**src/rtl/uart_tx_port_pkg.sv**
```systemverilog
// Shared definitions for the console UART: FSM encoding, status bit layout and default bus addresses.
// The default addresses are also used by the CPU top level when it places this port on the bus.
package uart_defs;

  localparam logic [1:0] S_IDLE  = 2'd0;
  localparam logic [1:0] S_START = 2'd1;
  localparam logic [1:0] S_DATA  = 2'd2;
  localparam logic [1:0] S_STOP  = 2'd3;

  localparam int ST_EMPTY     = 0;
  localparam int ST_FULL      = 1;
  localparam int ST_ACTIVE    = 2;
  localparam int ST_OVF       = 3;
  localparam int ST_COUNT_LSB = 4;

  localparam logic [19:0] DEF_DATA_ADDR   = 20'h3fff;
  localparam logic [19:0] DEF_STATUS_ADDR = 20'h3ffe;

  function automatic logic [7:0] pack_status(
    input logic       empty,
    input logic       full,
    input logic       active,
    input logic       ovf,
    input logic [3:0] count
  );
    logic [7:0] s;
    s                     = '0;
    s[ST_EMPTY]           = empty;
    s[ST_FULL]            = full;
    s[ST_ACTIVE]          = active;
    s[ST_OVF]             = ovf;
    s[ST_COUNT_LSB +: 4]  = count;
    return s;
  endfunction

endpackage

```
**src/rtl/uart_tx_port_fifo.sv**
```systemverilog
// Circular-buffer FIFO with a separate occupancy counter.
// A push into a full FIFO is accepted only when a pop happens on the same edge.
module sync_fifo #(
  parameter int DEPTH = 8,
  parameter int WIDTH = 8,
  localparam int AW = $clog2(DEPTH),
  localparam int CW = $clog2(DEPTH + 1)
) (
  input  logic             clk,
  input  logic             reset,
  input  logic             i_push,
  input  logic [WIDTH-1:0] i_data,
  input  logic             i_pop,
  output logic [WIDTH-1:0] o_data,
  output logic             o_full,
  output logic             o_empty,
  output logic [CW-1:0]    o_count
);

  logic [WIDTH-1:0] r_mem [DEPTH];
  logic [AW-1:0]    r_wr_ptr;
  logic [AW-1:0]    r_rd_ptr;
  logic [CW-1:0]    r_count;
  logic             w_do_push;
  logic             w_do_pop;

  assign o_full    = (r_count == CW'(DEPTH));
  assign o_empty   = (r_count == '0);
  assign o_count   = r_count;
  assign o_data    = r_mem[r_rd_ptr];
  assign w_do_pop  = i_pop && !o_empty;
  assign w_do_push = i_push && (!o_full || w_do_pop);

  always_ff @(posedge clk) begin
    if (w_do_push) begin
      r_mem[r_wr_ptr] <= i_data;
    end
  end

  // DEPTH is a power of two, so pointer overflow is the modulo wrap.
  always_ff @(posedge clk) begin
    if (reset) begin
      r_wr_ptr <= '0;
      r_rd_ptr <= '0;
      r_count  <= '0;
    end else begin
      if (w_do_push) r_wr_ptr <= r_wr_ptr + AW'(1);
      if (w_do_pop)  r_rd_ptr <= r_rd_ptr + AW'(1);
      if (w_do_push && !w_do_pop) begin
        r_count <= r_count + CW'(1);
      end else if (!w_do_push && w_do_pop) begin
        r_count <= r_count - CW'(1);
      end
    end
  end

endmodule

```
**src/rtl/uart_tx_port.sv**
```systemverilog
// Bus-mapped 8N1 console transmitter: data register pushes into a FIFO, status register is readable.
// value_o is zero unless the previous cycle addressed the status register, so it can be OR-merged.
//
// state | meaning
// IDLE  | line high, waiting for a queued byte
// START | start bit (low) for one bit time
// DATA  | eight data bits, LSB first
// STOP  | stop bit (high); pops the next byte at wrap for back-to-back frames
module uart_tx_port
  import uart_defs::*;
#(
  parameter int                    WORD_SIZE    = 20,
  parameter logic [WORD_SIZE-1:0]  DATA_ADDR    = WORD_SIZE'(DEF_DATA_ADDR),
  parameter logic [WORD_SIZE-1:0]  STATUS_ADDR  = WORD_SIZE'(DEF_STATUS_ADDR),
  parameter int                    CLKS_PER_BIT = 16,
  parameter int                    FIFO_DEPTH   = 8
) (
  input  logic                 clk,
  input  logic                 reset,
  input  logic [WORD_SIZE-1:0] addr_i,
  input  logic [WORD_SIZE-1:0] value_i,
  input  logic                 write_i,
  output logic [WORD_SIZE-1:0] value_o,
  output logic                 tx_o,
  output logic                 busy_o
);

  localparam int             BW        = $clog2(CLKS_PER_BIT);
  localparam int             CW        = $clog2(FIFO_DEPTH + 1);
  localparam logic [BW-1:0]  BAUD_LAST = BW'(CLKS_PER_BIT - 1);

  logic [1:0]           r_state;
  logic [BW-1:0]        r_baud;
  logic [2:0]           r_bit_idx;
  logic [7:0]           r_shift;
  logic                 r_ovf;
  logic [WORD_SIZE-1:0] r_value;

  logic                 w_full;
  logic                 w_empty;
  logic [CW-1:0]        w_count;
  logic [7:0]           w_fifo_data;
  logic                 w_push;
  logic                 w_pop;
  logic                 w_wrap;
  logic                 w_stat_rd;
  logic                 w_ovf_evt;
  logic [7:0]           w_status;
  logic                 w_unused;

  assign w_unused  = ^value_i[WORD_SIZE-1:8];
  assign w_push    = write_i && (addr_i == DATA_ADDR);
  assign w_stat_rd = (addr_i == STATUS_ADDR);
  assign w_wrap    = (r_baud == BAUD_LAST);
  assign w_pop     = !w_empty && ((r_state == S_IDLE) || (r_state == S_STOP && w_wrap));
  assign w_ovf_evt = w_push && w_full && !w_pop;
  assign w_status  = pack_status(w_empty, w_full, r_state != S_IDLE, r_ovf, 4'(w_count));

  sync_fifo #(
    .DEPTH (FIFO_DEPTH),
    .WIDTH (8)
  ) u_fifo (
    .clk     (clk),
    .reset   (reset),
    .i_push  (w_push),
    .i_data  (value_i[7:0]),
    .i_pop   (w_pop),
    .o_data  (w_fifo_data),
    .o_full  (w_full),
    .o_empty (w_empty),
    .o_count (w_count)
  );

  always_ff @(posedge clk) begin
    if (reset) begin
      r_state   <= S_IDLE;
      r_baud    <= '0;
      r_bit_idx <= '0;
      r_shift   <= '0;
    end else begin
      case (r_state)
        S_IDLE: begin
          r_baud <= '0;
          if (w_pop) begin
            r_shift <= w_fifo_data;
            r_state <= S_START;
          end
        end
        S_START: begin
          if (w_wrap) begin
            r_baud    <= '0;
            r_bit_idx <= '0;
            r_state   <= S_DATA;
          end else begin
            r_baud <= r_baud + BW'(1);
          end
        end
        S_DATA: begin
          if (w_wrap) begin
            r_baud  <= '0;
            r_shift <= {1'b0, r_shift[7:1]};
            if (r_bit_idx == 3'd7) begin
              r_state <= S_STOP;
            end else begin
              r_bit_idx <= r_bit_idx + 3'd1;
            end
          end else begin
            r_baud <= r_baud + BW'(1);
          end
        end
        default: begin
          if (w_wrap) begin
            r_baud <= '0;
            if (w_pop) begin
              r_shift <= w_fifo_data;
              r_state <= S_START;
            end else begin
              r_state <= S_IDLE;
            end
          end else begin
            r_baud <= r_baud + BW'(1);
          end
        end
      endcase
    end
  end

  // A status read clears overflow, but an overflow on the same edge keeps it set.
  always_ff @(posedge clk) begin
    if (reset) begin
      r_ovf   <= 1'b0;
      r_value <= '0;
    end else begin
      r_ovf   <= (r_ovf && !w_stat_rd) || w_ovf_evt;
      r_value <= w_stat_rd ? WORD_SIZE'(w_status) : '0;
    end
  end

  always_comb begin
    tx_o = 1'b1;
    case (r_state)
      S_START: tx_o = 1'b0;
      S_DATA:  tx_o = r_shift[0];
      default: tx_o = 1'b1;
    endcase
  end

  assign value_o = r_value;
  assign busy_o  = !w_empty || (r_state != S_IDLE);

endmodule

```
**config.mk**
```make
export PLATFORM = sky130hd
export DESIGN_NAME = uart_tx_port
export DESIGN_NICKNAME = d
export VERILOG_FILES = /design/src/rtl/uart_tx_port_pkg.sv /design/src/rtl/uart_tx_port_fifo.sv /design/src/rtl/uart_tx_port.sv
export SDC_FILE = /design/constraint.sdc
export NUM_CORES = 1
export LEC_CHECK = 0
export BUFFER_PORTS_ARGS = -buffer_cell sky130_fd_sc_hd__buf_4
export CAP_MARGIN = 30
export CORE_ASPECT_RATIO = 1.1
export CORE_MARGIN = 10
export CORE_UTILIZATION = 30
export CTS_BUF_LIST = sky130_fd_sc_hd__clkbuf_4 sky130_fd_sc_hd__clkbuf_8
export CTS_CLUSTER_SIZE = 30
export DETAILED_ROUTE_END_ITERATION = 8
export HOLD_SLACK_MARGIN = 0.06
export SETUP_SLACK_MARGIN = 0.3
export SYNTH_ARGS = -nofsm -noshare
export SYNTH_HDL_FRONTEND = slang
export SYNTH_HIERARCHICAL = 1
export SYNTH_SLANG_ARGS = --single-unit
```
**constraint.sdc**
```tcl
create_clock -name clk -period 8.2 [get_ports clk]
set_clock_uncertainty 0.1 [all_clocks]
set_input_delay 2.05 -clock clk [delete_from_list [all_inputs] [get_ports clk]]
set_output_delay 2.05 -clock clk [all_outputs]
set_load 0.1 [all_outputs]
```
# Yosys cells after proc, flatten, opt, wreduce, memory -nomap -nowiden
# Memories as Yosys holds them, arrays and structs flattened. A register that Yosys moved wholly into a read port is not among the register bits.
# Index checks and enable logic that the tools add are counted.
dict set report totals {
  ram_bits 64
  in_bits 43
  register_bits 48
  memories 1
}
# memory depth width read_ports rd_clocked_by_memory_dff wr line
set mem_list {}
lappend mem_list {u_fifo.r_mem 8 8 1 1 1 uart_tx_port_fifo.sv:20} ;# logic [WIDTH-1:0] r_mem [DEPTH];
dict set report op_classes {
  n_reduce_logical 31
  n_eq_ne 13
  add_sub_neg 6
  muxes 22
  bitwise_logic 2
}
# op n
set op_table {}
lappend op_table {{== test 20 x 14 -> 1 bit, second input constant} 2}
lappend op_table {{two-way mux 8 bit} 3}
lappend op_table {{one-hot mux 8 bit (3 select lines)} 1}
lappend op_table {{two-way mux 3 bit} 5}
lappend op_table {{logical AND 1 bit} 10}
lappend op_table {{two-way mux 2 bit} 5}
lappend op_table {{adder 3 x 1 -> 3 bit, second input constant} 3}
lappend op_table {{adder 4 x 1 -> 4 bit, second input constant} 2}
lappend op_table {{== test 4 bit, second input constant} 2}
lappend op_table {{two-way mux 4 bit} 2}
lappend op_table {{inequality test 2 bit, second input constant} 4}
lappend op_table {{nonzero test 2 bit} 4}
lappend op_table {{logical NOT 1 bit} 6}
lappend op_table {{one-hot mux 2 bit (3 select lines)} 1}
lappend op_table {{one-hot mux 3 bit (2 select lines)} 1}
lappend op_table {{AND reduction 5 bit} 1}
lappend op_table {{== test 2 bit, second input constant} 2}
lappend op_table {{logical NOT 4 bit} 1}
lappend op_table {{logical OR 1 bit} 4}
lappend op_table {{AND reduction 4 bit} 1}
lappend op_table {{subtractor 4 x 1 -> 4 bit, second input constant} 1}
lappend op_table {{== test 3 bit, second input constant} 1}
lappend op_table {{two-way mux 1 bit} 3}
lappend op_table {{AND reduction 3 bit} 1}
lappend op_table {{7 further kinds} 8}

# Logic depth before layout (Yosys ltp)
dict set report logic_depth {
  word_depth 11
  ltp_mapped 13
  ltp_nobuf 13
}

# By module
# Netlist, hierarchy kept.
# mod seq_area_each_um2 cells_per_inst area_each_um2 n_inst
set by_module_without_submodules {}
lappend by_module_without_submodules {sync_fifo 2182.1 166 3064.2 1}
lappend by_module_without_submodules {uart_tx_port 520.5 149 1343.8 1}

# Worst setup path before layout
# Ideal clock, no wire load.
dict set report synth_timing {
  path_type {register -> output}
  startpoint {register r_state[0]}
  endpoint {output tx_o}
  t_required_ns 6.050
  arrival_time_ns 2.577
  setup_slack_ns 3.473
  stages_incl_launch_ff 6
  cell_sequence {dfxtp_1 inv_1 ha_1 clkbuf_1 clkbuf_1 a21oi_1}
}
dict set report synth_via {
  elab_chain_len 2
  word_cells_on_any_way 3
}
# element line
set synth_lines {}
lappend synth_lines {{start: declaration} uart_tx_port.sv:32} ;# logic [1:0] r_state;
lappend synth_lines {{start signal: assignment} uart_tx_port.sv:76} ;# r_state <= S_IDLE;
lappend synth_lines {{start signal: assignment} uart_tx_port.sv:86} ;# r_state <= S_START;
lappend synth_lines {{start signal: assignment} uart_tx_port.sv:93} ;# r_state <= S_DATA;
lappend synth_lines {{== test 2 bit / == test 2 x 1 -> 1 bit (equally long branches)} uart_tx_port.sv:141} ;# case (r_state)
lappend synth_lines {{one-hot mux 1 bit (2 select lines) *} uart_tx_port.sv:141}
lappend synth_lines {{end: declaration} uart_tx_port.sv:24} ;# output logic tx_o,
# Mark *: on every way between the ends. The rest lies on a longest branch, timed or not.

# Worst setup path in the final report
dict set report layout_timing {
  startpoint {input addr_i[14]}
  endpoint {register u_fifo.r_count[3] (netlist: u_fifo/o_count[3])}
}
dict set report layout_via {
  elab_chain_len 6
  word_cells_on_any_way 8
}
# element line
set layout_lines {}
lappend layout_lines {{start: declaration} uart_tx_port.sv:20} ;# input logic [WORD_SIZE-1:0] addr_i,
lappend layout_lines {{== test 20 x 14 -> 1 bit *} uart_tx_port.sv:52} ;# assign w_push = write_i && (addr_i == DATA_ADDR);
lappend layout_lines {{logical AND 1 bit *} uart_tx_port.sv:52}
lappend layout_lines {{net w_push} uart_tx_port.sv:43} ;# logic w_push;
lappend layout_lines {{logical AND 1 bit *} uart_tx_port_fifo.sv:32} ;# assign w_do_push = i_push && (!o_full || w_do_pop);
lappend layout_lines {{net u_fifo.w_do_push} uart_tx_port_fifo.sv:24} ;# logic w_do_push;
lappend layout_lines {{logical NOT 1 bit} uart_tx_port_fifo.sv:51} ;# end else if (!w_do_push && w_do_pop) begin
lappend layout_lines {{logical AND 1 bit} uart_tx_port_fifo.sv:51}
lappend layout_lines {{nonzero test 2 bit (no line)} n/a}
lappend layout_lines {{end signal: assignment} uart_tx_port_fifo.sv:50} ;# r_count <= r_count + CW'(1);
lappend layout_lines {{end signal: assignment} uart_tx_port_fifo.sv:52} ;# r_count <= r_count - CW'(1);
lappend layout_lines {{end: declaration} uart_tx_port_fifo.sv:23} ;# logic [CW-1:0] r_count;
# The timed path passes the listed nets; every way through them passes the cells marked *.
# A chain may end at the register's enable or synchronous reset.

==> out/qor.csv <==
metric,value,unit
status,"complete, no violations",
Lkg Pwr,1.77,nW
Yosys cell types,50,
Die Ht,147,microns
"commonest non-fill, non-tap cell in the layout",edfxtp_1,
final hold viol count,0,
Worst Hold Slack,0.352,ns
pin count of the biggest net entering global routing,31,
Worst R2R Start,r_baud[0]$_SDFF_PP0_,
routed via count,2581,
Post-CTS Hold Buffers,0,
first-pass GRT wire length,13.5,mm
placed insts,537,
Max Cap Violations,0,
Crit Path Class,input pin to flop,
post-route minimum period,4.58,ns
gr ovfl total,0,
via/cell ratio,4.67,
antenna violations before repair,0,
post-CTS setup repair buffer count,0,
synthesized area,0.00441,sq mm
r2r worst-path depth,11,
Core Area,0.0144,sq mm
fmax,219,MHz
most frequent CP cell,ha_1,
RD Place Congestion,0.740,
# clock sinks,103,
HP Class,flop to flop,
Multi-input gate area,0.00156,sq mm
Total GRT Usage,0.0858,
"commonest non-fill, non-tap cells in the layout","64 x edfxtp_1, 43 x buf_4, 39 x dfxtp_1, 24 x nor2_1, 16 x mux4_2",
crit-path max FO,6,
CTS clock-pin slew for the worst setup and hold paths,0.09,ns
relative slew slack,0.375,
Max stage delay on crit path,0.39,ns
Synth-to-Final Area Change,15.5,%
RR Endpoint,u_fifo/o_count[3]$_SDFFE_PP0P_,
hpwl dp,5.86,mm
Syn Area/Cell,14.0,sq um
Slowest cell on crit path,nor4_1,
Chip Width,136,microns
worst path bufs/invs,3,
DR WL/cell,15.0,microns
clock buffer depth,2,
asr flop ratio synth,0,
RSZ-0062 raised after global routing,no,
starting DRC count in detailed routing,128,
final setup violation count,0,
Nets,412,
fill count,1392,
detailed-router iteration count before antenna repair,4,
Worst Hold End,value_o[3]$_SDFF_PP0_,
Final ANT Viol Nets,0,
Yosys warnings,6,
CTS Root Cell,clkbuf_8,
"delay-heaviest family, CP",simple AND/OR/NAND/NOR gates,
hold depth,2,
share of cells above drive strength 1,0.266,
CP endpoint kind,flop,
final period utilization,0.558,
register-to-register setup slack,4.99,ns
"Data arrival, critical path",4.73,ns
worst-margin pin slew,0.934,ns
# port buffers,40,
CTS Buf Count,9,
fin. max-slew vios,0,
# resized after CTS,0,
setup TNS,0,ns
"EDFF count, synth",64,
Layout Cells excl Fill,553,
Row Count,46,
Register Area,0.00270,sq mm
Synth Instances,315,
Ports,65,
Synth Register Bits,103,
Total Power,0.000961,W
drt total wl,8.30,mm
n_diodes,0,
drt drc,0,
die area,0.0199,sq mm
CP Launch Type,input pin,
CTS tree,done,
sequential share of the synthesized area,0.613,
Initial Utilization,0.306,
ys flop type,edfxtp_1,
pwr dens,189,mW/mm^2
worst-case vdd ir drop,68.7,uV
CP cell instances,"buf_4, nand4bb_1, nor4_1, and3_1, o21ai_4, inv_2, ha_1, inv_1, ha_1, a21oi_1, a211oi_1, a31oi_1, mux2_2",
Worst Hold Launch,r_ovf$_SDFF_PP0_,
critical path data required time,8.35,ns
H-tree Lvls,3,
vias in the first global route,2659,
clk_lat worst skew,0.36,ns
## worst register-to-register path: cells and delay by family (launching register included)
kind | cells | cell delay [ns]
AOI/OAI and AO/OA | 5 | 1.19
adders and majority gates | 3 | 0.83
buffers and inverters | 1 | 0.13
DFF | 1 | 0.36
muxes | 1 | 0.35
and+or+nand+nor | 1 | 0.14
## stage by stage
step                      setup WS, ns  cell area, sq um  utilization
after CTS                         3.65              5090        0.354
after global routing              3.43              5090        0.354
after global placement            3.30              4890        0.340
after detailed placement          3.26              4890        0.340
after floorplan                   3.47              4450            -
final                             3.62              5090        0.354
## layout make-up
class                   instances  area share
flip-flops and latches        103       0.531
multi-input cells             183       0.307
clock inverters                 7      0.0155
well taps                     192      0.0472
repair buffers                 43      0.0634
clock buffers                   9      0.0243
inverters                      16      0.0118
## cell usage after synthesis (7+ instances only)
cell / number / share of area
buf_4: 12 / 0.020
clkbuf_1: 7 / 0.0060
edfxtp_1: 64 / 0.44
nor2_1: 24 / 0.020
a21oi_1: 8 / 0.0091
inv_1: 15 / 0.013
mux4_2: 16 / 0.082
mux2_2: 9 / 0.023
a221oi_1: 7 / 0.014
ha_1: 12 / 0.034
nand2_1: 10 / 0.0085
dfxtp_1: 39 / 0.18
a211oi_1: 9 / 0.015
nor2b_1: 10 / 0.014
## power by group
group          switching (W)  total [W]  internal, W
Combinational      0.0000678  0.0000917    0.0000239
Clock               0.000173   0.000318     0.000144
Sequential        0.00000177   0.000552     0.000550
## sequential cells by signal, summed over array words and instances (netlist names), named ones only
register	count
u_fifo/r_mem	64
r_shift	8
value_o	8
r_baud	4
u_fifo/o_count	4
r_bit_idx	3
u_fifo/r_rd_ptr	3
u_fifo/r_wr_ptr	3
r_state	2
r_ovf	1
## worst max path at each step
stage,endpoint,depth (start not counted),slack [ns],start
after floorplan,tx_o,5,3.47,r_state[0]$_SDFFE_PP0P_
after global routing,u_fifo/o_count[3]$_SDFFE_PP0P_,13,3.43,addr_i[18]
after CTS,u_fifo/o_count[3]$_SDFFE_PP0P_,13,3.65,addr_i[14]
final,u_fifo/o_count[3]$_SDFFE_PP0P_,13,3.62,addr_i[14]
after global placement,u_fifo/o_count[3]$_SDFFE_PP0P_,13,3.30,addr_i[18]
after detailed placement,u_fifo/o_count[3]$_SDFFE_PP0P_,13,3.26,addr_i[18]
## cell families after synthesis
kind of cell | synth area share
compound gates | 0.0593
xor+xnor | 0.0159
fa+ha+maj | 0.0386
buf+inv | 0.0466
flops | 0.613
mux | 0.114
other cells | 0.000851
simple gates | 0.112
## metal layers
metal / track usage / share of wire / vias to the layer above / wire length, microns
met3: 0.0208 / 0.037 / 12 / 303
met5: 0 / 0 / - / 0
met4: 0.0404 / 0.021 / 0 / 171
li1: - / - / 1239 / -
met1: 0.0985 / 0.42 / 1281 / 3520
met2: 0.146 / 0.52 / 49 / 4310
(Power assumes the default switching activity.)
